`src/rtl/ib_bridge_pkg.sv`:
```
// Shared types for the IB/UART byte bridge: byte width and the two handshake FSM state sets.
package ib_bridge_pkg;
   localparam int BYTE_W = 8;

   typedef enum logic [1:0] {
      TX_IDLE,
      TX_OFFER,
      TX_RELEASE
   } tx_state_t;

   typedef enum logic [1:0] {
      RX_WAIT,
      RX_ACK,
      RX_DROP
   } rx_state_t;
endpackage

```
`src/rtl/ib_uart_bridge_if.sv`:
```
// Signal bundle between the bridge and its neighbours (uart_rx, uart_tx, ioexp, control).
interface ib_uart_bridge_if;
   import ib_bridge_pkg::*;

   logic [BYTE_W-1:0] urx_data;
   logic              urx_valid;
   logic              rts;
   logic [BYTE_W-1:0] ib_tx_data;
   logic              ib_tx_avail;
   logic              ib_tx_ack_n;
   logic [BYTE_W-1:0] ib_rx_data;
   logic              ib_rx_avail;
   logic              ib_rx_ack;
   logic [BYTE_W-1:0] utx_data;
   logic              utx_valid;
   logic              utx_ready;
   logic              cts;
   logic              loopback;
   logic              ovf_clr;
   logic              ovf_h2m;
   logic              ovf_m2h;
   logic              led;

   modport slave (
      input  urx_data, urx_valid, ib_tx_ack_n, ib_rx_data, ib_rx_avail,
             utx_ready, cts, loopback, ovf_clr,
      output rts, ib_tx_data, ib_tx_avail, ib_rx_ack, utx_data, utx_valid,
             ovf_h2m, ovf_m2h, led
   );

   modport master (
      output urx_data, urx_valid, ib_tx_ack_n, ib_rx_data, ib_rx_avail,
             utx_ready, cts, loopback, ovf_clr,
      input  rts, ib_tx_data, ib_tx_avail, ib_rx_ack, utx_data, utx_valid,
             ovf_h2m, ovf_m2h, led
   );
endinterface

```
`src/rtl/sync_fifo.sv`:
```
// First-word-fall-through byte FIFO with extra-bit pointers; reports drops and any push/pop activity.
module sync_fifo #(
   parameter int DEPTH = 16,
   parameter int W     = 8
) (
   input  logic                   clk,
   input  logic                   nrst,
   input  logic                   push,
   input  logic [W-1:0]           din,
   input  logic                   pop,
   output logic [W-1:0]           dout,
   output logic                   empty,
   output logic [$clog2(DEPTH):0] count,
   output logic                   drop,
   output logic                   act
);
   localparam int AW = $clog2(DEPTH);

   logic [W-1:0] mem [DEPTH];
   logic [AW:0]  wptr;
   logic [AW:0]  rptr;
   logic         full;
   logic         do_push;
   logic         do_pop;

   assign count   = wptr - rptr;
   assign empty   = (wptr == rptr);
   assign full    = (wptr[AW] != rptr[AW]) && (wptr[AW-1:0] == rptr[AW-1:0]);
   assign do_pop  = pop & ~empty;
   // a pop in the same cycle frees the slot, so push on full still lands
   assign do_push = push & (~full | do_pop);
   assign drop    = push & full & ~do_pop;
   assign act     = do_push | do_pop;
   assign dout    = empty ? '0 : mem[rptr[AW-1:0]];

   always_ff @(posedge clk or negedge nrst) begin
      if (!nrst) begin
         wptr <= '0;
         rptr <= '0;
      end else begin
         if (do_push) wptr <= wptr + (AW+1)'(1);
         if (do_pop)  rptr <= rptr + (AW+1)'(1);
      end
   end

   always_ff @(posedge clk) begin
      if (do_push) mem[wptr[AW-1:0]] <= din;
   end
endmodule

```
`src/rtl/ib_uart_bridge.sv`:
```
// Buffered byte bridge between ioexp level handshakes and the UART pair, with rts
// hysteresis, loopback, sticky overflow flags and a stretched activity LED.
//
// state      | meaning
// TX_IDLE    | waiting for a byte in H2M
// TX_OFFER   | ib_tx_avail high, waiting for ib_tx_ack_n low
// TX_RELEASE | waiting for ib_tx_ack_n to return high
// RX_WAIT    | waiting for ib_rx_avail (parked here while in loopback)
// RX_ACK     | one-cycle ib_rx_ack pulse
// RX_DROP    | waiting for ioexp to drop ib_rx_avail
module ib_uart_bridge
   import ib_bridge_pkg::*;
#(
   parameter int H2M_DEPTH = 16,
   parameter int M2H_DEPTH = 16,
   parameter int RTS_STOP  = 12,
   parameter int RTS_GO    = 8,
   parameter int LED_HOLD  = 65536
) (
   input logic             clk,
   input logic             nrst,
   ib_uart_bridge_if.slave bus
);
   localparam int HCW = $clog2(H2M_DEPTH) + 1;
   localparam int MCW = $clog2(M2H_DEPTH) + 1;
   localparam int LCW = $clog2(LED_HOLD);
   localparam logic [HCW-1:0] RTS_STOP_C = HCW'(RTS_STOP);
   localparam logic [HCW-1:0] RTS_GO_C   = HCW'(RTS_GO);
   localparam logic [MCW-1:0] M2H_FULL_C = MCW'(M2H_DEPTH);
   localparam logic [LCW-1:0] LED_RELOAD = LCW'(LED_HOLD - 1);

   logic [BYTE_W-1:0] h2m_dout, m2h_dout, m2h_din, tx_data;
   logic [HCW-1:0]    h2m_count;
   logic [MCW-1:0]    m2h_count;
   logic              h2m_empty, h2m_drop, h2m_act, tx_pop;
   logic              m2h_empty, m2h_drop, m2h_act, m2h_push, m2h_pop, m2h_full;
   logic              rx_push, utx_valid, tx_avail, rx_ack, rts_q, ovf_h2m_q, ovf_m2h_q;
   logic [LCW-1:0]    led_cnt;
   tx_state_t         tx_state;
   rx_state_t         rx_state;

   sync_fifo #(.DEPTH(H2M_DEPTH), .W(BYTE_W)) u_h2m (
      .clk(clk), .nrst(nrst), .push(bus.urx_valid & ~bus.loopback), .din(bus.urx_data),
      .pop(tx_pop), .dout(h2m_dout), .empty(h2m_empty), .count(h2m_count),
      .drop(h2m_drop), .act(h2m_act)
   );

   sync_fifo #(.DEPTH(M2H_DEPTH), .W(BYTE_W)) u_m2h (
      .clk(clk), .nrst(nrst), .push(m2h_push), .din(m2h_din),
      .pop(m2h_pop), .dout(m2h_dout), .empty(m2h_empty), .count(m2h_count),
      .drop(m2h_drop), .act(m2h_act)
   );

   assign tx_pop    = (tx_state == TX_IDLE) & ~h2m_empty;
   assign m2h_full  = (m2h_count == M2H_FULL_C);
   // ioexp bytes are never dropped: a full M2H simply leaves the byte waiting in ioexp
   assign rx_push   = (rx_state == RX_WAIT) & bus.ib_rx_avail & ~bus.loopback & ~m2h_full;
   assign m2h_push  = bus.loopback ? bus.urx_valid : rx_push;
   assign m2h_din   = bus.loopback ? bus.urx_data  : bus.ib_rx_data;
   assign utx_valid = ~m2h_empty & ~bus.cts;
   assign m2h_pop   = utx_valid & bus.utx_ready;

   always_ff @(posedge clk or negedge nrst) begin
      if (!nrst) begin
         tx_state <= TX_IDLE;
         tx_data  <= '0;
         tx_avail <= 1'b0;
      end else begin
         case (tx_state)
            TX_IDLE: if (!h2m_empty) begin
               tx_data  <= h2m_dout;
               tx_avail <= 1'b1;
               tx_state <= TX_OFFER;
            end
            TX_OFFER: if (!bus.ib_tx_ack_n) begin
               tx_avail <= 1'b0;
               tx_state <= TX_RELEASE;
            end
            TX_RELEASE: if (bus.ib_tx_ack_n) tx_state <= TX_IDLE;
            default: begin
               tx_avail <= 1'b0;
               tx_state <= TX_IDLE;
            end
         endcase
      end
   end

   always_ff @(posedge clk or negedge nrst) begin
      if (!nrst) begin
         rx_state <= RX_WAIT;
         rx_ack   <= 1'b0;
      end else begin
         case (rx_state)
            RX_WAIT: if (rx_push) begin
               rx_ack   <= 1'b1;
               rx_state <= RX_ACK;
            end
            RX_ACK: begin
               rx_ack   <= 1'b0;
               rx_state <= RX_DROP;
            end
            RX_DROP: if (!bus.ib_rx_avail) rx_state <= RX_WAIT;
            default: begin
               rx_ack   <= 1'b0;
               rx_state <= RX_WAIT;
            end
         endcase
      end
   end

   always_ff @(posedge clk or negedge nrst) begin
      if (!nrst) begin
         rts_q     <= 1'b0;
         ovf_h2m_q <= 1'b0;
         ovf_m2h_q <= 1'b0;
         led_cnt   <= '0;
      end else begin
         if (h2m_count >= RTS_STOP_C)    rts_q <= 1'b1;
         else if (h2m_count <= RTS_GO_C) rts_q <= 1'b0;

         if (h2m_drop)         ovf_h2m_q <= 1'b1;
         else if (bus.ovf_clr) ovf_h2m_q <= 1'b0;
         if (m2h_drop)         ovf_m2h_q <= 1'b1;
         else if (bus.ovf_clr) ovf_m2h_q <= 1'b0;

         if (h2m_act | m2h_act)  led_cnt <= LED_RELOAD;
         else if (led_cnt != '0) led_cnt <= led_cnt - LCW'(1);
      end
   end

   assign bus.rts         = rts_q;
   assign bus.ib_tx_data  = tx_data;
   assign bus.ib_tx_avail = tx_avail;
   assign bus.ib_rx_ack   = rx_ack;
   assign bus.utx_data    = m2h_dout;
   assign bus.utx_valid   = utx_valid;
   assign bus.ovf_h2m     = ovf_h2m_q;
   assign bus.ovf_m2h     = ovf_m2h_q;
   assign bus.led         = (led_cnt != '0);
endmodule
```
`src/flat_wrapper.sv`:
```
// flat-port wrapper written by rule: the top's interface ports become plain ports
module ib_uart_bridge_flat import ib_bridge_pkg::*;
#(
   parameter int H2M_DEPTH = 16,
   parameter int M2H_DEPTH = 16,
   parameter int RTS_STOP  = 12,
   parameter int RTS_GO    = 8,
   parameter int LED_HOLD  = 65536
)
  (clk, nrst, bus_urx_data, bus_urx_valid, bus_ib_tx_ack_n, bus_ib_rx_data, bus_ib_rx_avail, bus_utx_ready, bus_cts, bus_loopback, bus_ovf_clr, bus_rts, bus_ib_tx_data, bus_ib_tx_avail, bus_ib_rx_ack, bus_utx_data, bus_utx_valid, bus_ovf_h2m, bus_ovf_m2h, bus_led);
  ib_uart_bridge_if bus_i ();
  input logic clk;
  input logic nrst;
  input wire logic [$bits(bus_i.urx_data)-1:0] bus_urx_data;
  input wire logic [$bits(bus_i.urx_valid)-1:0] bus_urx_valid;
  input wire logic [$bits(bus_i.ib_tx_ack_n)-1:0] bus_ib_tx_ack_n;
  input wire logic [$bits(bus_i.ib_rx_data)-1:0] bus_ib_rx_data;
  input wire logic [$bits(bus_i.ib_rx_avail)-1:0] bus_ib_rx_avail;
  input wire logic [$bits(bus_i.utx_ready)-1:0] bus_utx_ready;
  input wire logic [$bits(bus_i.cts)-1:0] bus_cts;
  input wire logic [$bits(bus_i.loopback)-1:0] bus_loopback;
  input wire logic [$bits(bus_i.ovf_clr)-1:0] bus_ovf_clr;
  output wire logic [$bits(bus_i.rts)-1:0] bus_rts;
  output wire logic [$bits(bus_i.ib_tx_data)-1:0] bus_ib_tx_data;
  output wire logic [$bits(bus_i.ib_tx_avail)-1:0] bus_ib_tx_avail;
  output wire logic [$bits(bus_i.ib_rx_ack)-1:0] bus_ib_rx_ack;
  output wire logic [$bits(bus_i.utx_data)-1:0] bus_utx_data;
  output wire logic [$bits(bus_i.utx_valid)-1:0] bus_utx_valid;
  output wire logic [$bits(bus_i.ovf_h2m)-1:0] bus_ovf_h2m;
  output wire logic [$bits(bus_i.ovf_m2h)-1:0] bus_ovf_m2h;
  output wire logic [$bits(bus_i.led)-1:0] bus_led;
  assign bus_i.urx_data = bus_urx_data;
  assign bus_i.urx_valid = bus_urx_valid;
  assign bus_i.ib_tx_ack_n = bus_ib_tx_ack_n;
  assign bus_i.ib_rx_data = bus_ib_rx_data;
  assign bus_i.ib_rx_avail = bus_ib_rx_avail;
  assign bus_i.utx_ready = bus_utx_ready;
  assign bus_i.cts = bus_cts;
  assign bus_i.loopback = bus_loopback;
  assign bus_i.ovf_clr = bus_ovf_clr;
  assign bus_rts = bus_i.rts;
  assign bus_ib_tx_data = bus_i.ib_tx_data;
  assign bus_ib_tx_avail = bus_i.ib_tx_avail;
  assign bus_ib_rx_ack = bus_i.ib_rx_ack;
  assign bus_utx_data = bus_i.utx_data;
  assign bus_utx_valid = bus_i.utx_valid;
  assign bus_ovf_h2m = bus_i.ovf_h2m;
  assign bus_ovf_m2h = bus_i.ovf_m2h;
  assign bus_led = bus_i.led;
  ib_uart_bridge #(.H2M_DEPTH(H2M_DEPTH), .M2H_DEPTH(M2H_DEPTH), .RTS_STOP(RTS_STOP), .RTS_GO(RTS_GO), .LED_HOLD(LED_HOLD)) u_core (.clk(clk), .nrst(nrst), .bus(bus_i));
endmodule
```
`config.mk`:
```
export PLATFORM = sky130hd
export DESIGN_NAME = ib_uart_bridge_flat
export DESIGN_NICKNAME = d
export VERILOG_FILES = /design/src/rtl/ib_bridge_pkg.sv /design/src/rtl/ib_uart_bridge_if.sv /design/src/rtl/sync_fifo.sv /design/src/rtl/ib_uart_bridge.sv /design/src/flat_wrapper.sv
export SDC_FILE = /design/constraint.sdc
export NUM_CORES = 1
export LEC_CHECK = 0
export ABC_AREA = 1
export ABC_CLOCK_PERIOD_IN_PS = 2850
export CORE_ASPECT_RATIO = 0.6
export CORE_MARGIN = 2
export CORE_UTILIZATION = 50
export DETAILED_ROUTE_END_ITERATION = 7
export PLACE_DENSITY = 0.7
export SLEW_MARGIN = 20
export SYNTH_ARGS = -nofsm -noshare
export SYNTH_HDL_FRONTEND = slang
export SYNTH_SLANG_ARGS = --single-unit
```
`constraint.sdc`:
```
create_clock -name clk -period 2.85 [get_ports clk]
set_input_delay 0.855 -clock clk [delete_from_list [all_inputs] [get_ports clk]]
set_output_delay 0.855 -clock clk [all_outputs]
set_load 0.05 [all_outputs]
```
==> report_table.html <==
<table>
<tr><th>Metric</th><th>Value</th></tr>
<tr><th colspan="2">Pwr</th></tr>
<tr><td>Final total power</td><td>16.95 mW</td></tr>
<tr><td>Switching power as a share of total power</td><td>39.85%</td></tr>
<tr><td>Share of power burned in registers</td><td>33.6%</td></tr>
<tr><td>Leak</td><td>5.751 nW</td></tr>
<tr><td>Peak supply drop</td><td>0.5516 mV</td></tr>
<tr><td>Logic gate share of total power</td><td>44.7%</td></tr>
<tr><td>Switching power of the nets</td><td>6.754 mW</td></tr>
<tr><td>Clock network power share</td><td>21.7%</td></tr>
<tr><td>Total power per unit cell area</td><td>1071 mW/mm²</td></tr>
<tr><td>Internal power summed over all cells</td><td>10.19 mW</td></tr>
<tr><th colspan="2">Routing</th></tr>
<tr><td>Antenna violation net count after detailed routing</td><td>0</td></tr>
<tr><td>Average via count per standard cell</td><td>5.727</td></tr>
<tr><td>Detailed-router iteration count before antenna repair</td><td>6</td></tr>
<tr><td>Number of design rule violations left after detail routing</td><td>0</td></tr>
<tr><td>Via count</td><td>9358</td></tr>
<tr><td>Iteration-0 DRC Markers</td><td>1444</td></tr>
<tr><td>Average wire length per cell after detail routing</td><td>20.37 µm</td></tr>
<tr><td>Total wire length</td><td>33280 µm</td></tr>
<tr><th colspan="2">Job</th></tr>
<tr><td>Max-cap viol count</td><td>0</td></tr>
<tr><th colspan="2">Setup path</th></tr>
<tr><td>CP Cell Sequence</td><td>clkinv_4 &gt; buf_12 &gt; buf_4 &gt; nor2_1 &gt; o21ai_1 &gt; o211ai_1 &gt; a31oi_4 &gt; buf_6</td></tr>
<tr><td>Delay contributed by the slowest stage of the critical path</td><td>0.45 ns</td></tr>
<tr><td>Highest-delay cell along the critical path</td><td>sky130_fd_sc_hd__dfrtp_2</td></tr>
<tr><td>Arrival time of data at the critical path endpoint</td><td>2.24 ns</td></tr>
<tr><td>Sort of element at the start of the critical path</td><td>register</td></tr>
<tr><td>Worst reg2reg setup slack</td><td>0.16 ns</td></tr>
<tr><td>Highest net fanout along the worst path</td><td>11</td></tr>
<tr><td>Required time at the endpoint of the critical path</td><td>2.00 ns</td></tr>
<tr><td>Cell depth of the worst flop-to-flop path</td><td>14</td></tr>
<tr><td>Kind of critical path</td><td>reg -&gt; out</td></tr>
<tr><td>Type of destination of the critical path</td><td>primary output</td></tr>
<tr><th colspan="2">Clock tree</th></tr>
<tr><td>Clock latency on the worst-skew pair</td><td>0.56 ns</td></tr>
<tr><td>Clock root buffer master</td><td>sky130_fd_sc_hd__clkbuf_16</td></tr>
<tr><td>CTS tree</td><td>yes</td></tr>
<tr><td>CTS H-tree lvls</td><td>1</td></tr>
<tr><td>Clock-pin slew on the worst setup and hold paths</td><td>0.06 ns</td></tr>
<tr><td>Clock sinks</td><td>309</td></tr>
<tr><td>Number of buffers inserted during clock tree synthesis</td><td>27</td></tr>
<tr><td>Maximum root-to-sink buffer count</td><td>3</td></tr>
<tr><th colspan="2">GRT</th></tr>
<tr><td>Global-route wire length before repair</td><td>51100 µm</td></tr>
<tr><td>Number of antenna violations at the first check in global routing</td><td>1</td></tr>
<tr><td>Leftover overflow at the end of global routing</td><td>0</td></tr>
<tr><td>Number of global-route vias before repair</td><td>8797</td></tr>
<tr><td>All-layer global routing usage</td><td>24.68%</td></tr>
<tr><td>Largest net degree at the start of global routing</td><td>68</td></tr>
<tr><th colspan="2">Status</th></tr>
<tr><td>Failing checks</td><td>negative setup slack</td></tr>
<tr><td>Run status</td><td>complete, but fails checks</td></tr>
<tr><th colspan="2">Timing</th></tr>
<tr><td>Highest Clock Rate</td><td>322.6 MHz</td></tr>
<tr><td>Worst-case clock skew</td><td>0.01671 ns</td></tr>
<tr><td>Part of the cycle the worst path needs</td><td>108.8%</td></tr>
<tr><td>Number of pins exceeding their max-slew limit in the final report</td><td>0</td></tr>
<tr><td>Worst slew margin relative to its limit</td><td>50.74%</td></tr>
<tr><td>Final critical-path required period</td><td>3.100 ns</td></tr>
<tr><td>RSZ-0062 raised after global routing</td><td>true</td></tr>
<tr><td>Count of endpoints failing setup in the final report</td><td>9</td></tr>
<tr><td>Hold slack final</td><td>0.4274 ns</td></tr>
<tr><td>Worst Setup Slack, final</td><td>-0.2497 ns</td></tr>
<tr><td>Final hold violation count</td><td>0</td></tr>
<tr><td>Slew of the pin with the lowest slew margin</td><td>0.7389 ns</td></tr>
<tr><th colspan="2">Synthesis</th></tr>
<tr><td>Post-Synthesis Cell Area</td><td>0.01314 mm²</td></tr>
<tr><td>Avg Cell Area, Syn</td><td>11.36 µm²</td></tr>
<tr><td>Net count after synthesis</td><td>1202</td></tr>
<tr><td>Count of warnings emitted by yosys</td><td>0</td></tr>
<tr><td>Number of distinct standard cells referenced by the synthesized netlist</td><td>34</td></tr>
<tr><td>Syn Inst Count</td><td>1157</td></tr>
<tr><td>Share of the yosys chip area belonging to registers</td><td>68.60%</td></tr>
<tr><td>Register bit count reported by yosys</td><td>309</td></tr>
<tr><th colspan="2">Worst hold path</th></tr>
<tr><td>Classification of the worst-slack hold path</td><td>in -&gt; async</td></tr>
<tr><th colspan="2">Die</th></tr>
<tr><td>Overall die height</td><td>129.6 µm</td></tr>
<tr><td>Initial Util</td><td>51.40%</td></tr>
<tr><td>Cell row count</td><td>45</td></tr>
<tr><td>Top-level I/O count</td><td>48</td></tr>
<tr><td>Full die area</td><td>0.02764 mm²</td></tr>
<tr><td>Area of the core</td><td>0.02556 mm²</td></tr>
<tr><td>Die width</td><td>213.3 µm</td></tr>
<tr><th colspan="2">Placement</th></tr>
<tr><td>IO Port Bufs</td><td>47</td></tr>
<tr><td>Final RePlAce weighted congestion</td><td>0.8675</td></tr>
<tr><td>Half-perimeter wire length after detailed placement</td><td>21450 µm</td></tr>
<tr><th colspan="2">Cells and area</th></tr>
<tr><td>Ratio of cells with drive above 1 in the final layout</td><td>14.74%</td></tr>
<tr><td>Final-stage net count</td><td>1306</td></tr>
<tr><td>Area growth from synthesis to layout</td><td>20.40%</td></tr>
<tr><td># diodes</td><td>0</td></tr>
</table>
-- metal layers --
layer	up-vias	routed length, µm	global-route usage, %
met5	-	9	0
met4	2	477	4.657
met3	40	4296	7.222
met2	497	13040	32.33
met1	4523	15460	40.28
li1	4296	-	-
-- synth_stat cells (all sizes together) --
cell type | count | share of area (%)
buf | 12 | 0.55
o221ai | 3 | 0.20
nor3 | 19 | 0.72
xnor2 | 5 | 0.33
o22ai | 38 | 1.8
nand3 | 37 | 1.4
o21ai | 153 | 5.8
inv | 66 | 1.9
o32ai | 1 | 0.067
a21oi | 15 | 0.57
or2 | 4 | 0.19
nand2 | 159 | 4.8
o211ai | 18 | 1.0
edfxtp | 256 | 59
clkbuf | 42 | 1.2
nand3b | 2 | 0.11
nand4 | 12 | 0.57
ha | 19 | 1.8
o2111ai | 1 | 0.067
fa | 1 | 0.15
clkinv | 1 | 0.029
a31oi | 16 | 0.76
xor2 | 18 | 1.3
nor2 | 206 | 6.1
dfrtp | 53 | 10
-- layout make-up --
class,count,area (µm²)
clock buffer,44,819.5
clock inverter,6,71.32
fill,1998,9742
inverter,67,262.8
multi-input combinational,727,3897
sequential,309,9019
tap,352,440.4
timing repair buffer,129,1310
-- sequential cells by signal (all words and copies together), names as in the netlist, 2 cells and up --
name and cells:
u_core.bus.ib_tx_data 8, u_core.led_cnt 16, u_core.rx_state 2, u_core.tx_state 2, u_core.u_h2m.mem 128, u_core.u_h2m.rptr 5
u_core.u_h2m.wptr 5, u_core.u_m2h.mem 128, u_core.u_m2h.rptr 5, u_core.u_m2h.wptr 5
-- through the flow --
| step | setup WS, ns | setup TNS (ns) | cell area [µm²] | cells | utilization [%] |
|---|---|---|---|---|---|
| 2_1_floorplan | -0.2492 | -25.72 | 13150 | 1157 | - |
| 3_3_place_gp | 0.07363 | 0 | 14430 | 1570 | 56.45 |
| 3_5_place_dp | 0.06173 | 0 | 14430 | 1570 | 56.45 |
| 4_1_cts | -0.2311 | -1.887 | 15720 | 1632 | 61.48 |
| 5_1_grt | -0.3258 | -2.616 | 15820 | 1634 | 61.89 |
| 6_report | -0.2497 | -1.862 | 15820 | 1634 | 61.89 |
-- worst paths after layout --
check / start / endpoint
worst max register to register: u_core.u_m2h.rptr[0] / u_core.led_cnt[4]
worst max-delay path: u_core.u_m2h.rptr[0] / bus_utx_data[4]
worst min-delay path: nrst / u_core.bus.rts
max in group asynchronous: nrst / u_core.u_h2m.rptr[0]
worst min register to register: u_core.rx_state[1] / u_core.rx_state[1]
min in group clk: u_core.rx_state[1] / u_core.rx_state[1]
-- worst max-delay path, delay by kind of cell, from the launching register on --
kind / cells / cell delay, ns
buffers and inverters: 4 / 0.58
AOI/OAI and AO/OA: 3 / 0.56
DFF: 1 / 0.45
and+or+nand+nor: 1 / 0.10
-- cell families (layout without fill, tap and decap cells) --
group | Yosys count | in the layout | synth area share [%]
compound gates | 245 | 245 | 10.33
simple gates | 439 | 439 | 13.85
fa+ha+maj | 20 | 20 | 1.962
buf+inv | 121 | 246 | 3.666
xor+xnor | 23 | 23 | 1.590
flops | 309 | 309 | 68.60
-- timing repair --
action | in CTS | in global routing
resized for setup | 55 | 23
gates cloned | 3 | 1
pin swaps | 7 | 10
setup buffers | 9 | 1
hold buffers | 0 | 0
hold endpoints to repair | 0 | 0
endpoints found under the setup margin | 10 | 10
-- cell usage in the layout (no fill, tap or decap), types with 3 or more instances in the layout --
| master | n |
|---|---|
| sky130_fd_sc_hd__buf_4 | 69 |
| sky130_fd_sc_hd__nor3_1 | 17 |
| sky130_fd_sc_hd__clkbuf_16 | 29 |
| sky130_fd_sc_hd__o21ai_1 | 12 |
| sky130_fd_sc_hd__o211ai_1 | 18 |
| sky130_fd_sc_hd__nor2_4 | 5 |
| sky130_fd_sc_hd__nor2_2 | 5 |
| sky130_fd_sc_hd__clkdlybuf4s50_1 | 36 |
| sky130_fd_sc_hd__a21oi_1 | 15 |
| sky130_fd_sc_hd__dfrtp_1 | 49 |
| sky130_fd_sc_hd__a31oi_4 | 7 |
| sky130_fd_sc_hd__o21ai_2 | 4 |
| sky130_fd_sc_hd__ha_1 | 15 |
| sky130_fd_sc_hd__nand4_1 | 12 |
| sky130_fd_sc_hd__clkbuf_8 | 8 |
| sky130_fd_sc_hd__or2_2 | 4 |
| sky130_fd_sc_hd__a31oi_1 | 9 |
| sky130_fd_sc_hd__nand2_2 | 4 |
| sky130_fd_sc_hd__nand2_1 | 151 |
| sky130_fd_sc_hd__ha_4 | 3 |
| sky130_fd_sc_hd__o21ai_0 | 137 |
| sky130_fd_sc_hd__buf_6 | 7 |
| sky130_fd_sc_hd__xor2_1 | 17 |
| sky130_fd_sc_hd__buf_16 | 3 |
| sky130_fd_sc_hd__nor2_1 | 196 |
| sky130_fd_sc_hd__edfxtp_1 | 256 |
| sky130_fd_sc_hd__nand3_1 | 33 |
| sky130_fd_sc_hd__nand2_4 | 3 |
| sky130_fd_sc_hd__o221ai_2 | 3 |
| sky130_fd_sc_hd__dfrtp_2 | 4 |
| sky130_fd_sc_hd__buf_12 | 10 |
| sky130_fd_sc_hd__xnor2_1 | 5 |
| sky130_fd_sc_hd__clkinv_1 | 3 |
| sky130_fd_sc_hd__o22ai_1 | 38 |
| sky130_fd_sc_hd__clkbuf_1 | 9 |
| sky130_fd_sc_hd__inv_1 | 60 |
| sky130_fd_sc_hd__nand3_2 | 4 |
-- power groups by stage --
| stage | registers (mW) | logic (mW) | clock network, mW |
|---|---|---|---|
| after floorplan | 5.97 | 3.98 | 0 |
| after global placement | 5.76 | 6.49 | 0 |
| after detailed placement | 5.77 | 6.58 | 0 |
| after CTS | 5.69 | 7.35 | 3.72 |
| after global routing | 5.74 | 8.20 | 3.89 |
| final | 5.70 | 7.57 | 3.68 |
Power figures use the tool's default switching activity.
